**src/rtl/hybridcache_pkg.sv**
```systemverilog
// Shared types and entry layout for the hybridcache queue arbiters.
package hybridcache_pkg;

  // Arbiter control FSM encoding.
  typedef enum logic [1:0] {
    ST_IDLE  = 2'd0,
    ST_RUN   = 2'd1,
    ST_DRAIN = 2'd2
  } state_t;

  // A queue entry is {id, data}: payload in the low bits, requester id directly above it.
  localparam int ENTRY_DATA_LSB = 0;

  // Bit offset of the id field for a given payload width.
  function automatic int entry_id_lsb(input int databits);
    return databits;
  endfunction

endpackage

```
**src/rtl/queue_arbiter_rr_pick.sv**
```systemverilog
// Rotate-priority encoder: picks the first set request after position 'last', wrapping at N.
module rr_pick #(
  parameter int N  = 4,
  parameter int LW = $clog2(N)
) (
  input  logic [N-1:0]  req,
  input  logic [LW-1:0] last,
  output logic          any,
  output logic [LW-1:0] idx
);

  logic [LW-1:0] cand;

  // Scan from the farthest candidate back to last+1 so the nearest set request wins.
  always_comb begin
    any  = |req;
    idx  = '0;
    cand = '0;
    for (int k = N; k >= 1; k--) begin
      cand = LW'((int'(last) + k) % N);
      if (req[cand]) begin
        idx = cand;
      end
    end
  end

endmodule

```
**src/rtl/queue_arbiter.sv**
```systemverilog
// Shares one queue between NREQ requesters (round-robin push) and drains it through a
// one-entry output register, with an enable/drain FSM for quiescing before flush.
//
// Handshakes: the down side transfers an entry on every cycle where dn_valid && dn_ready
// are both high at the clock edge; dn_valid never drops and dn_id/dn_data never change
// while dn_valid && !dn_ready. On the request side req_ack is the one-cycle acceptance of
// req_data for the acked requester, coincident with queue_push.
module queue_arbiter
  import hybridcache_pkg::*;
#(
  parameter int NREQ     = 4,
  parameter int DATABITS = 8,
  parameter int IDBITS   = 2
) (
  input  logic                       clk,
  input  logic                       reset_n,
  input  logic                       ctrl_enable,
  output logic                       ctrl_busy,
  input  logic [NREQ-1:0]            req_valid,
  input  logic [NREQ*DATABITS-1:0]   req_data,
  output logic [NREQ-1:0]            req_ack,
  output logic [IDBITS+DATABITS-1:0] queue_in,
  output logic                       queue_push,
  input  logic                       queue_warning,
  input  logic [IDBITS+DATABITS-1:0] queue_out,
  input  logic                       queue_not_empty,
  output logic                       queue_pop,
  output logic                       dn_valid,
  output logic [IDBITS-1:0]          dn_id,
  output logic [DATABITS-1:0]        dn_data,
  input  logic                       dn_ready
);

  localparam int ID_LSB = entry_id_lsb(DATABITS);

  state_t              state;
  state_t              state_nxt;
  logic [IDBITS-1:0]   rr_last;
  logic                pick_any;
  logic [IDBITS-1:0]   winner;
  logic                grant_ok;
  logic                load;

  rr_pick #(
    .N  (NREQ),
    .LW (IDBITS)
  ) u_rr_pick (
    .req  (req_valid),
    .last (rr_last),
    .any  (pick_any),
    .idx  (winner)
  );

  assign ctrl_busy = (state != ST_IDLE);
  assign grant_ok  = (state == ST_RUN) && !queue_warning && pick_any;
  assign load      = queue_not_empty && (!dn_valid || dn_ready) && (state != ST_IDLE);
  assign queue_pop = load;

  // Push side: steer the winning requester's payload into the queue and ack it.
  always_comb begin
    req_ack    = '0;
    queue_push = grant_ok;
    queue_in   = '0;
    queue_in[ENTRY_DATA_LSB +: DATABITS] = req_data[int'(winner)*DATABITS +: DATABITS];
    queue_in[ID_LSB +: IDBITS]           = winner;
    if (grant_ok) begin
      req_ack[winner] = 1'b1;
    end
  end

  // FSM next state: drain finishes only once both the queue and the output register are empty.
  always_comb begin
    state_nxt = state;
    case (state)
      ST_IDLE:  if (ctrl_enable) state_nxt = ST_RUN;
      ST_RUN:   if (!ctrl_enable) state_nxt = ST_DRAIN;
      ST_DRAIN: begin
        if (ctrl_enable) begin
          state_nxt = ST_RUN;
        end else if (!queue_not_empty && !dn_valid) begin
          state_nxt = ST_IDLE;
        end
      end
      default:  state_nxt = ST_IDLE;
    endcase
  end

  // FSM state register.
  always_ff @(posedge clk or negedge reset_n) begin
    if (!reset_n) begin
      state <= ST_IDLE;
    end else begin
      state <= state_nxt;
    end
  end

  // Round-robin pointer remembers the last requester that was granted.
  always_ff @(posedge clk or negedge reset_n) begin
    if (!reset_n) begin
      rr_last <= IDBITS'(NREQ - 1);
    end else if (grant_ok) begin
      rr_last <= winner;
    end
  end

  // Output register: refill from the queue head whenever it is empty or being consumed.
  always_ff @(posedge clk or negedge reset_n) begin
    if (!reset_n) begin
      dn_valid <= 1'b0;
      dn_id    <= '0;
      dn_data  <= '0;
    end else if (load) begin
      dn_valid <= 1'b1;
      dn_id    <= queue_out[ID_LSB +: IDBITS];
      dn_data  <= queue_out[ENTRY_DATA_LSB +: DATABITS];
    end else if (dn_ready) begin
      dn_valid <= 1'b0;
    end
  end

endmodule

```
**config.mk**
```make
export PLATFORM = sky130hd
export DESIGN_NAME = queue_arbiter
export DESIGN_NICKNAME = d
export VERILOG_FILES = /design/src/rtl/hybridcache_pkg.sv /design/src/rtl/queue_arbiter_rr_pick.sv /design/src/rtl/queue_arbiter.sv
export SDC_FILE = /design/constraint.sdc
export NUM_CORES = 1
export LEC_CHECK = 0
export BUFFER_PORTS_ARGS = -buffer_cell sky130_fd_sc_hd__buf_2
export CORE_ASPECT_RATIO = 0.6
export CORE_MARGIN = 3
export CORE_UTILIZATION = 41
export CTS_BUF_LIST = sky130_fd_sc_hd__clkbuf_16
export CTS_CLUSTER_DIAMETER = 200
export DETAILED_ROUTE_END_ITERATION = 8
export GPL_TIMING_DRIVEN = 0
export HOLD_SLACK_MARGIN = 0.12
export PLACE_DENSITY_LB_ADDON = 0.25
export SETUP_SLACK_MARGIN = 0.4
export SLEW_MARGIN = 20
export SYNTH_ARGS = -nofsm -noshare
export SYNTH_HDL_FRONTEND = slang
export SYNTH_SLANG_ARGS = --single-unit
```
**constraint.sdc**
```tcl
create_clock -name clk -period 3.7 [get_ports clk]
set_input_delay 0.555 -clock clk [delete_from_list [all_inputs] [get_ports clk]]
set_output_delay 0.555 -clock clk [all_outputs]
set_load 0.01 [all_outputs]
```
# ---- Word-level counts from Yosys, hierarchy flattened
# Cells that the tools add are included.
dict set report op_classes {
  add_sub_neg 4
  magnitude_cmp 6
  n_eq_ne 5
  n_shift 1
  muxes 22
  n_reduce_logical 15
}
# operator count
set op_table {}
lappend op_table {{$shiftx A32 B6 Y8} 1}
lappend op_table {{$mux W2} 8}
lappend op_table {{$lt A2 B3 Y1 const B} 5}
lappend op_table {{$bmux W1 S2} 4}
lappend op_table {{$mux W1} 7}
lappend op_table {{$logic_and A1 B1 Y1} 6}
lappend op_table {{$pmux W2 S3} 1}
lappend op_table {{$add A2 B1 Y2 const B} 2}
lappend op_table {{$add A2 B2 Y2 const B} 2}
lappend op_table {{$mux W4} 1}
lappend op_table {{$ne A2 B2 Y1 const B} 2}
lappend op_table {{$reduce_bool A2 Y1} 2}
lappend op_table {{$reduce_or A4 Y1} 1}
lappend op_table {{$logic_not A1 Y1} 3}
lappend op_table {{$ne A3 B3 Y1 const B} 1}
lappend op_table {{$reduce_and A3 Y1} 1}
lappend op_table {{$demux W1 S2} 1}
lappend op_table {{$eq A2 B1 Y1 const B} 1}
lappend op_table {{$eq A2 B2 Y1 const B} 1}
lappend op_table {{$ge A2 B1 Y1 const B} 1}
lappend op_table {{$logic_not A2 Y1} 1}
lappend op_table {{$logic_or A1 B1 Y1} 1}
dict set report word_totals {
  regBits 15
  inputBits 52
  word_cells 58
}

# ---- Logic depth before layout (Yosys ltp)
dict set report depth {
  word_depth 12
  mapped_depth 6
  mapped_depth_nobuf 5
}

# ---- Cells and area by module
# A second synthesis with hierarchy kept.
dict set report hier_totals {
  hier_cells 70
  hier_area_um2 954.7
}
# module instances cells_each area_each_um2
set by_module_without_submodules {}
lappend by_module_without_submodules {queue_arbiter 1 56 863.3}
lappend by_module_without_submodules {rr_pick 1 14 91.3}

# ---- Worst setup path before layout
# OpenSTA, ideal clock, no wires.
dict set report synth_timing {
  path_kind {input to output}
  from {input port req_valid[2]}
  to {output port queue_in[0]}
  arrival_time_ns 1.506
  required_ns 3.145
  setup_slack_ns 1.639
  path_stages 5
  cell_sequence {nand2b_1 > a21boi_1 > o21ai_2 > buf_6 > mux2i_1}
}
dict set report synth_via {
  elab_chain_cells 7
  word_cells_on_any_way 13
}
# element line_no
set synth_lines {}
lappend synth_lines {{start: declaration} queue_arbiter.sv:19} ;# input logic [NREQ-1:0] req_valid,
lappend synth_lines {{$bmux W1 S2} queue_arbiter_rr_pick.sv:21} ;# if (req[cand]) begin
lappend synth_lines {{$mux W1 (not written as such)} queue_arbiter_rr_pick.sv:21}
lappend synth_lines {{$mux W2 (3 in a row)} queue_arbiter_rr_pick.sv:21}
lappend synth_lines {{$mux W2 *} queue_arbiter_rr_pick.sv:21}
lappend synth_lines {{net queue_in[8]} queue_arbiter.sv:22} ;# output logic [IDBITS+DATABITS-1:0] queue_in,
lappend synth_lines {{$shiftx A32 B6 Y8 *} queue_arbiter.sv:64} ;# queue_in[ENTRY_DATA_LSB +: DATABITS] = req_data[int'(winner)*DATABITS +: DATABITS];
lappend synth_lines {{end: declaration} queue_arbiter.sv:22}
# The timed path passes the listed nets; every way through them passes the cells marked *. The select of a mux whose other input is x is not followed.

# ---- Final worst setup path
dict set report layout_timing {
  from {register rr_last[1]}
  to {output port queue_in[2]}
}
dict set report layout_via {
  elab_chain_cells 8
  word_cells_on_any_way 17
}
# element line_no
set layout_lines {}
lappend layout_lines {{start: declaration} queue_arbiter.sv:38} ;# logic [IDBITS-1:0] rr_last;
lappend layout_lines {{start signal: assignment} queue_arbiter.sv:100} ;# rr_last <= IDBITS'(NREQ - 1);
lappend layout_lines {{start signal: assignment} queue_arbiter.sv:102} ;# rr_last <= winner;
lappend layout_lines {{$add A2 B1 Y2} queue_arbiter_rr_pick.sv:20} ;# cand = LW'((int'(last) + k) % N);
lappend layout_lines {{$bmux W1 S2} queue_arbiter_rr_pick.sv:21}
lappend layout_lines {{$mux W1 (not written as such)} queue_arbiter_rr_pick.sv:21}
lappend layout_lines {{$mux W2 (3 in a row)} queue_arbiter_rr_pick.sv:21}
lappend layout_lines {{$mux W2 *} queue_arbiter_rr_pick.sv:21}
lappend layout_lines {{$shiftx A32 B6 Y8 *} queue_arbiter.sv:64}
# Every way passes the cells marked *; elsewhere a longest branch is shown, timed or not. The select of a mux whose other input is x is not followed.

==> impl_metrics.py <==
metrics = {
    "sta": {
        "tightestPinTransition_ps": 328.9,
        "fmax_ghz": 0.4067,
        "rsz0062_at_grt": "false",
        "period_needed_ps": 2459,
        "timing.final.crit_share_pct": 66.45,
        "timing.setup.tns_ps": 0,
        "setup_viol_count_final": 0,
        "hold_viol_final": 0,
        "final-max-slew-violation-count": 0,
        "skew_ps": 1.205,
        "relSlewSlack_pct": 78.08,
    },
    "floorplan": {
        "initial_utilization_pct": 44.24,
        "die_h_um": 43.99,
        "dieArea_sq_um": 3049,
        "core_area_sq_um": 2228,
        "die-width_um": 69.31,
        "rows": 13,
        "pin_count": 80,
    },
    "synth": {
        "syn_inst": 89,
        "ys.flop_type": "dfrtp_1",
        "synth_compound_gate_area_share_pct": 9.010,
        "ys_types": 27,
        "synth_edf_count": 0,
        "synth_fa_ha_area_share_pct": 0,
        "synth.avg_cell_area_sq_um": 11.08,
        "synth_area_sq_um": 985.9,
        "synthSimpleGateAreaFrac_pct": 10.41,
        "syn-num-nets": 141,
        "synth-seq-cells": 15,
        "yosys.area.top_type_share_pct": 32.99,
        "synth-xor-area-share_pct": 0,
        "ys_async_sr_fraction_pct": 100.0,
        "ys_top_cells_by_count": "mux2i_1, dfrtp_1, mux2_2",
        "synthTopCellsByArea": "dfrtp_1, mux2i_1, mux2_2",
        "synthMuxAreaShare_pct": 36.80,
        "synth_top_family_by_area": "multiplexers",
        "yosysTopAreaCell": "dfrtp_1",
        "ys_warn_count": 0,
        "yosysSeqAreaShare_pct": 38.32,
        "yosysMostFrequentCell": "mux2i_1",
    },
    "critical_path": {
        "crit_type": "reg -> out",
        "r2r_setup_slack_ps": 2230,
        "start_kind": "register",
        "end_kind": "output pin",
        "critical_path_required_ps": 3140,
        "worstPathArrival_ps": 1900,
        "cp_max_fo": 10,
    },
    "placed_design": {
        "place_hpwl_um": 2117,
        "gp_congestion": 0.7051,
        "io_buffers": 79,
        "dpl_cell_area_sq_um": 1419,
    },
    "cts": {
        "cts-buffers-inserted": 3,
        "cts.reportedPaths.clkPinSlew_ps": 50,
        "cts_hold_buf": 0,
        "cts_sinks": 15,
        "htree_levels": 1,
        "cts_resized": 0,
        "cts-root-buf": "clkbuf_16",
        "clockBufferDepth": 2,
        "cts_setup_buffers": 0,
        "tritoncts": "yes",
        "clock_latency_ps": 240,
    },
    "layout": {
        "final_core_util_pct": 67.21,
        "antenna_cells": 0,
        "stdcell_area_sq_um": 1498,
        "drive_gt1_share_pct": 58.72,
        "fillers": 180,
        "syn_to_final_growth_pct": 51.90,
        "finalNetCount": 225,
    },
    "flow_run": {
        "drv_cap": 0,
    },
    "pwr": {
        "p_leak_nw": 0.8420,
        "comb_power_share_pct": 43.6,
        "p_per_area_nw_per_um2": 514.9,
        "internal_power_w": 0.0005218,
        "p_seq_share_pct": 30.1,
        "switchingPower_w": 0.0002495,
        "peakVddDrop_uv": 316.7,
        "swShare_pct": 32.35,
        "clkPwrFrac_pct": 26.3,
    },
    "drt": {
        "top_layer_used": "met4",
        "wl_met3_um": 123,
        "antenna_left": 0,
        "dr.pass1.iters": 4,
        "num_vias": 955,
        "wl_per_cell_um": 12.58,
        "routed_via_density": 4.728,
        "wl_met2_um": 1291,
        "wl_met1_um": 1103,
        "drcViolationCount": 0,
        "drtIter0Drc": 34,
        "routed_wl_um": 2541,
    },
    "run_status": {
        "status": "finished clean",
    },
    "global_route": {
        "grt_usage_pct": 17.70,
        "grt_max_degree": 16,
        "grt_pass1_wl_um": 4305,
        "antenna_found_initial": 0,
        "grt.overflow.total": 0,
        "grt_pass1_vias": 976,
    },
    "min_path": {
        "hold_class": "in -> async",
    },
}
==> path summary, 6_finish.rpt <==
path / end / cells past startpoint / start
min reg2reg: state[0]$_DFFE_PN0P_ / 1 / state[1]$_DFFE_PN0P_
min: dn_data[2]$_DFFE_PN0P_ / 1 / reset_n
max: queue_in[2] / 7 / rr_last[1]$_DFFE_PN1P_
max reg2reg: dn_data[3]$_DFFE_PN0P_ / 5 / state[0]$_DFFE_PN0P_
min in group clk: state[1]$_DFFE_PN0P_ / 2 / ctrl_enable
max in group asynchronous: rr_last[1]$_DFFE_PN1P_ / 1 / reset_n
==> sequential cells by signal, summed over array words and instances, names as in the netlist <==
signal	count
dn_id	2
state	2
dn_valid	1
rr_last	2
dn_data	8
==> stage by stage <==
| stage | std cells | hold slack (ps) | setup slack [ps] | power (W) |
|---|---|---|---|---|
| global route | 202 | 231.6 | 1114 | 0.0008233 |
| detailed placement | 198 | 470.5 | 1300 | 0.0005717 |
| floorplan | 89 | 259.4 | 1639 | 0.0004481 |
| global placement | 198 | 463.9 | 1384 | 0.0005608 |
| CTS | 202 | 216.1 | 1229 | 0.0007775 |
| finish | 202 | 206.0 | 1241 | 0.0007712 |
==> power by group through the flow <==
stage          Combinational (W)  Clock [W]  Sequential, W
6_report                0.000336   0.000203       0.000232
5_1_grt                 0.000367   0.000219       0.000237
4_1_cts                 0.000341   0.000205       0.000231
3_5_place_dp            0.000338          0       0.000233
3_3_place_gp            0.000330          0       0.000231
2_1_floorplan           0.000205          0       0.000243
==> critical path: stages (launching register included) <==
cell       delay, ps
dfstp_2          600
nand2_1           70
o2bb2ai_1        150
a21oi_4          180
buf_6            200
mux2i_1          230
mux2i_1           90
buf_2            140
==> cell usage in the layout, fill, tap and decap left out, drive strengths merged <==
cell type and count:
a21boi 2, a21oi 3, a22o 1, and3 1
buf 83, clkbuf 3, dfrtp 13, dfstp 2
inv 5, mux2 10, mux2i 25, nand2 8
nand2b 4, nor2 1, nor2b 1, nor3 1
nor3b 1, nor4 1, o211ai 1, o21ai 2
o22a 1, o2bb2ai 1, or2 1, or3 1
==> final cells by class <==
type                            count  area [sq um]  share of cell area (%)
Multi-Input combinational cell     66         554.3                   37.01
Timing Repair Buffer               79         395.4                   26.40
Sequential cell                    15         377.9                   25.23
Clock buffer                        3         75.07                   5.013
Buffer                              4         38.79                   2.590
Tap cell                           30         37.54                   2.506
Inverter                            4         15.01                   1.003
Clock inverter                      1         3.754                  0.2506
==> metal layers <==
layer | global-route usage (%) | vias to the layer above
li1 | - | 485
met1 | 21.05 | 443
met2 | 32.01 | 23
met3 | 5.093 | 4
met4 | 4.669 | 0
met5 | 0 | -
==> cell families (layout without fill, tap and decap cells) <==
| kind of cell | count (synthesis) | after routing |
|---|---|---|
| AOI/OAI and AO/OA | 11 | 11 |
| DFF | 15 | 15 |
| muxes | 35 | 35 |
| buffers and inverters | 8 | 91 |
| and+or+nand+nor | 20 | 20 |
No activity file was read; power rests on OpenSTA's default activity.
